[config.mk]
export PLATFORM = sky130hd
export DESIGN_NAME = fetch_unit
export DESIGN_NICKNAME = d
export VERILOG_FILES = /design/src/rtl/fetch_pkg.sv /design/src/rtl/fetch_fifo.sv /design/src/rtl/fetch_unit.sv
export SDC_FILE = /design/constraint.sdc
export NUM_CORES = 1
export LEC_CHECK = 0
export CORE_AREA = 2 2 141 143
export CTS_BUF_LIST = sky130_fd_sc_hd__clkbuf_4 sky130_fd_sc_hd__clkbuf_8
export CTS_CLUSTER_DIAMETER = 200
export CTS_CLUSTER_SIZE = 10
export DETAILED_ROUTE_END_ITERATION = 10
export DIE_AREA = 0 0 143 145
export GPL_TIMING_DRIVEN = 0
export HOLD_SLACK_MARGIN = 0.1
export PLACE_DENSITY_LB_ADDON = 0.2
export SLEW_MARGIN = 30
export SYNTH_ARGS = -nofsm -noshare
export SYNTH_HDL_FRONTEND = slang
export SYNTH_SLANG_ARGS = --single-unit
[constraint.sdc]
create_clock -name clk -period 10 [get_ports clk]
set_input_delay 1.5 -clock clk [delete_from_list [all_inputs] [get_ports clk]]
set_output_delay 1.5 -clock clk [all_outputs]
set_load 0.02 [all_outputs]
[src/rtl/fetch_pkg.sv]
// rtl/fetch_pkg.sv - shared types and constants for the instruction fetch stage
package fetch_pkg;

  localparam int unsigned XLEN   = 32;
  localparam int unsigned PC_INC = 4;

  typedef enum logic [1:0] {
    IDLE,
    RUN,
    DRAIN
  } fetch_state_e;

  typedef struct packed {
    logic [XLEN-1:0] pc;
    logic [XLEN-1:0] inst;
  } fetch_entry_t;

endpackage

[src/rtl/fetch_fifo.sv]
// rtl/fetch_fifo.sv - DEPTH-entry instruction buffer holding {pc, inst} pairs
module fetch_fifo
  import fetch_pkg::*;
#(
  parameter int unsigned DEPTH = 2
) (
  input  logic                     clk,
  input  logic                     rst,
  input  logic                     push,
  input  logic                     pop,
  input  logic                     clear,
  input  fetch_entry_t             wdata,
  output fetch_entry_t             rdata,
  output logic                     full,
  output logic                     empty,
  output logic [$clog2(DEPTH):0]   count
);

  localparam int unsigned AW = $clog2(DEPTH);
  localparam int unsigned CW = AW + 1;

  fetch_entry_t  mem [DEPTH];
  logic [AW-1:0] wr_ptr;
  logic [AW-1:0] rd_ptr;
  logic          do_push;
  logic          do_pop;

  assign empty   = (count == '0);
  assign full    = (count == CW'(DEPTH));
  assign do_pop  = pop & ~empty;
  assign do_push = push & ~full;
  assign rdata   = mem[rd_ptr];

  always_ff @(posedge clk) begin
    if (do_push && !clear) mem[wr_ptr] <= wdata;
  end

  // Pointers are log2(DEPTH) wide so they wrap naturally at DEPTH.
  always_ff @(posedge clk or negedge rst) begin
    if (!rst) begin
      wr_ptr <= '0;
      rd_ptr <= '0;
      count  <= '0;
    end else if (clear) begin
      wr_ptr <= '0;
      rd_ptr <= '0;
      count  <= '0;
    end else begin
      if (do_push) wr_ptr <= wr_ptr + AW'(1);
      if (do_pop)  rd_ptr <= rd_ptr + AW'(1);
      count <= count + CW'(do_push) - CW'(do_pop);
    end
  end

endmodule

[src/rtl/fetch_unit.sv]
// rtl/fetch_unit.sv - PC, imem request FSM and fetch-decode feed; FETCH_STATS_EN adds stat counters
module fetch_unit
  import fetch_pkg::*;
#(
  parameter int unsigned  N        = XLEN,
  parameter int unsigned  DEPTH    = 2,
  parameter logic [N-1:0] RESET_PC = '0,
  parameter logic [N-1:0] NOP      = '0
) (
  input  logic         clk,
  input  logic         rst,
  input  logic         stall_D,
  input  logic         redirect_E,
  input  logic [N-1:0] target_E,
  output logic         imem_req,
  output logic [N-1:0] imem_addr,
  input  logic         imem_ready,
  input  logic         imem_rvalid,
  input  logic [N-1:0] imem_rdata,
  output logic [N-1:0] inst_F,
  output logic [N-1:0] pc_F,
  output logic         flush_F
`ifdef FETCH_STATS_EN
  ,
  output logic [31:0]  stat_fetched,
  output logic [31:0]  stat_stall
`endif
);

  localparam int unsigned CW = $clog2(DEPTH) + 1;

  fetch_state_e  state_q, state_d;
  logic [N-1:0]  pc_q, pc_d;
  logic [N-1:0]  rsp_pc_q, rsp_pc_d;
  logic [N-1:0]  last_pc_q;
  logic [CW-1:0] inflight_q, inflight_d;
  logic [CW-1:0] drop_q, drop_d;
  logic [CW-1:0] count;
  logic          full, empty, hs, push, pop;
  fetch_entry_t  head, push_entry;

  assign hs         = imem_req & imem_ready;
  assign push       = (state_q == RUN) & imem_rvalid & ~redirect_E;
  assign pop        = ~empty & ~stall_D & ~redirect_E;
  assign push_entry = '{pc: rsp_pc_q, inst: imem_rdata};

  fetch_fifo #(.DEPTH(DEPTH)) u_fifo (
    .clk   (clk),
    .rst   (rst),
    .push  (push),
    .pop   (pop),
    .clear (redirect_E),
    .wdata (push_entry),
    .rdata (head),
    .full  (full),
    .empty (empty),
    .count (count)
  );

  assign imem_addr = pc_q;
  assign inst_F    = empty ? NOP : head.inst;
  assign pc_F      = empty ? last_pc_q : head.pc;
  assign flush_F   = empty | redirect_E;

  always_comb begin
    state_d    = state_q;
    pc_d       = pc_q;
    rsp_pc_d   = rsp_pc_q;
    drop_d     = drop_q;
    imem_req   = 1'b0;
    inflight_d = inflight_q + CW'(hs) - CW'(imem_rvalid);
    case (state_q)
      IDLE: state_d = RUN;
      RUN: begin
        // Credit check counts every word that may still land in the buffer.
        imem_req = ~redirect_E & ~full &
                   (({1'b0, inflight_q} + {1'b0, count}) < (CW+1)'(DEPTH));
        if (hs)   pc_d     = pc_q + N'(PC_INC);
        if (push) rsp_pc_d = rsp_pc_q + N'(PC_INC);
      end
      DRAIN: begin
        if (imem_rvalid) drop_d = drop_q - CW'(1);
        if (drop_d == '0) state_d = RUN;
      end
      default: state_d = IDLE;
    endcase
    if (redirect_E) begin
      pc_d     = target_E;
      rsp_pc_d = target_E;
      drop_d   = inflight_d;
      state_d  = (inflight_d != '0) ? DRAIN : RUN;
    end
  end

  always_ff @(posedge clk or negedge rst) begin
    if (!rst) begin
      state_q    <= IDLE;
      pc_q       <= RESET_PC;
      rsp_pc_q   <= RESET_PC;
      last_pc_q  <= '0;
      inflight_q <= '0;
      drop_q     <= '0;
    end else begin
      state_q    <= state_d;
      pc_q       <= pc_d;
      rsp_pc_q   <= rsp_pc_d;
      inflight_q <= inflight_d;
      drop_q     <= drop_d;
      if (pop) last_pc_q <= head.pc;
    end
  end

`ifdef FETCH_STATS_EN
  always_ff @(posedge clk or negedge rst) begin
    if (!rst) begin
      stat_fetched <= '0;
      stat_stall   <= '0;
    end else begin
      if (pop)                  stat_fetched <= stat_fetched + 32'd1;
      if (empty && !redirect_E) stat_stall   <= stat_stall + 32'd1;
    end
  end
`endif

endmodule

==> results.py <==
metrics = {
    "die": {
        "ioPinCount": 168,
        "die_w_um": 143,
        "start_util_pct": 53.4,
        "die_area_mm2": 0.0207,
        "dieHeight_um": 145,
        "design.core.area_mm2": 0.0192,
        "row_count": 51,
    },
    "yosys": {
        "yosysTopAreaCellShare_pct": 37.5,
        "netlist_area_mm2": 0.0103,
        "synthCells": 834,
        "ys_warn_count": 0,
        "syn-num-nets": 911,
        "synth_edf_count": 128,
        "async_flop_share_pct": 45.3,
        "yosys_most_used_dff": "edfxtp_1",
        "synth_common_cells": "128 x edfxtp_1, 120 x nor2_1, 106 x dfrtp_1",
        "synth_seq_cells": 234,
        "synth_top_area_cell": "edfxtp_1",
        "ys_top_cells_by_area": "edfxtp_1 37%, dfrtp_1 26%, mux2i_1 6.3%",
        "ys_seq_area_share_pct": 63.3,
        "yosys.cell_types.count": 45,
        "post-synth-top-count-cell": "edfxtp_1",
        "syn_avg_cell_area_um2": 12.3,
    },
    "place": {
        "hpwlAfterDp_mm": 16.7,
        "gp_congestion": 0.843,
        "io_buffers": 167,
        "placedCellCount": 1280,
    },
    "power": {
        "power_leakage_nw": 4.72,
        "power_density_mw_per_mm2": 232,
        "ir_drop_uv": 97.5,
        "power_mw": 2.99,
    },
    "worst_setup_path": {
        "critPathCaptureType": "output port",
        "rr_worst_depth": 12,
        "critPathRequiredTime_ns": 8.50,
        "worstPathArrival_ns": 3.19,
        "cp_max_fo": 6,
        "crit_type": "primary input to output port",
        "start_kind": "primary input",
    },
    "routing": {
        "first_pass_iters": 5,
        "antenna_left": 0,
        "vias": 7200,
        "wirelength_mm": 23.4,
        "drt_iter0_drc": 440,
        "wl_per_cell_um": 17.6,
        "via_per_inst": 5.43,
        "drc": 0,
    },
    "timing": {
        "setup_violations": 0,
        "maxSlewViolCount": 0,
        "finalHoldViolations": 0,
        "fin_crit_sh_pct": 46.9,
        "fmax_mhz": 213,
        "tns_ns": 0,
        "slew_headroom_pct": 46.8,
        "final.setup_skew_ns": 0.0210,
        "rsz0062_at_grt": "no",
        "min_period_ns": 4.69,
        "holdWs_ns": 0.472,
        "tightest_slew_ns": 0.791,
    },
    "global_routing": {
        "grt_pass1_vias": 7061,
        "track_usage_pct": 22.5,
        "grt_pass1_wl_mm": 37.2,
        "overflow": 0,
        "antenna_found_initial": 0,
        "grt_max_degree": 77,
    },
    "clock_network": {
        "clk_path_buf_depth": 3,
        "cts_tree": "done",
        "clk_latency_ns": 0.54,
        "cts_buffers": 27,
        "cts_hold_buf": 0,
        "cts_setup_buffers": 0,
        "htreeDepth": 1,
        "cts_resized": 0,
        "cts.sinks": 234,
        "cts-root-buf": "clkbuf_8",
        "clk_pin_slew_worst_paths_ns": 0.07,
    },
    "finish": {
        "area_growth_pct": 25.9,
        "drive_gt1_share_pct": 10.5,
        "diodes": 0,
        "final_nets": 1121,
        "layout.cells.non_filler": 1327,
    },
    "hold_path": {
        "hp-class": "flip-flop to flip-flop",
        "whs_path_depth": 0,
    },
    "status": {
        "status": "finished, final reports clean",
    },
    "run": {
        "cap_violations": 0,
    },
}
-- registers in the layout (all words and copies together) (netlist names) --
| register | flops |
|---|---|
| last_pc_q | 32 |
| imem_addr | 32 |
| u_fifo.wr_ptr | 1 |
| u_fifo.mem | 128 |
| state_q | 2 |
| inflight_q | 2 |
| u_fifo.rd_ptr | 1 |
| u_fifo.count | 2 |
| rsp_pc_q | 32 |
| drop_q | 2 |
-- per-stage QoR --
step | utilization [%] | setup WS, ns | instance area, um2
floorplan | - | 1.51 | 10300
global placement | 63.8 | -2.81 | 12300
detailed placement | 64.5 | 5.33 | 12400
CTS | 67.2 | 5.32 | 12900
global route | 67.2 | 5.23 | 12900
finish | 67.2 | 5.31 | 12900
-- critical path, stage by stage --
cell and delay [ns]:
clkdlybuf4s50_1 0.53, inv_1 0.23, and3_1 0.29, clkdlybuf4s50_1 0.64
-- cells in the final DEF, fill, tap and decap left out, types with 4 or more instances in the layout --
master,Yosys,layout
a21oi_1,76,76
a31oi_1,10,10
and2_1,7,6
and3_1,10,10
buf_1,4,4
buf_2,7,17
clkbuf_1,28,28
clkbuf_4,0,19
clkbuf_8,0,27
clkdlybuf4s50_1,0,166
dfrtp_1,106,106
edfxtp_1,128,128
ha_1,6,6
inv_1,21,21
mux2_2,28,28
mux2i_1,65,65
nand2_1,36,36
nand3_1,22,22
nand4_1,24,24
nor2_1,120,120
nor3_1,7,7
nor4_1,5,4
o21ai_0,31,31
or3_1,8,8
xnor2_1,28,28
xor2_1,21,21
-- kinds of logic (layout without fill, tap and decap cells) --
group                    after synthesis  count (layout)  synth area share (%)
multiplexers                          93              93                  9.42
buffers and inverters                 60             288                  2.28
flip-flops                           234             234                  63.3
AND/OR/NAND/NOR                      264             264                  13.2
XOR/XNOR                              49              49                  4.18
AO/OA/AOI/OAI                        127             127                  6.61
adder cells (fa/ha/maj)                7               7                 0.927
-- final cells by class --
cell class | instances | area (um2)
tap | 265 | 332
buffer | 39 | 155
inverter | 21 | 78.8
sequential | 234 | 6500
clock buffer | 46 | 514
timing repair buffer | 181 | 1790
clock inverter | 1 | 8.76
multi-input combinational | 540 | 3530
fill | 1427 | 6300
-- path summary, 6_finish.rpt --
| kind | startpoint | endpoint | slack [ns] |
|---|---|---|---|
| min in group asynchronous | rst | imem_addr[29] | 0.81 |
| max in group asynchronous | rst | last_pc_q[9] | 8.52 |
| hold / removal | rsp_pc_q[1] | u_fifo.mem[1][33] | 0.47 |
| hold reg to reg | rsp_pc_q[1] | u_fifo.mem[1][33] | 0.47 |
| setup / recovery | redirect_E | imem_req | 5.31 |
| setup reg to reg | u_fifo.count[0] | state_q[0] | 6.75 |
-- report_power, final --
part	leakage (nW)	internal, mW	switching [mW]
Sequential	2.40	1.18	0.107
Clock	0.286	0.321	0.317
Combinational	2.04	0.477	0.595
-- layer usage --
| metal | track usage [%] | share of wire, % |
|---|---|---|
| met2 | 36.2 | 47 |
| met3 | 4.19 | 7.2 |
| met4 | 4.60 | 1.3 |
| met5 | 0 | 0 |
| met1 | 32.3 | 44 |
Note: power is estimated with default switching activity, not from simulation.
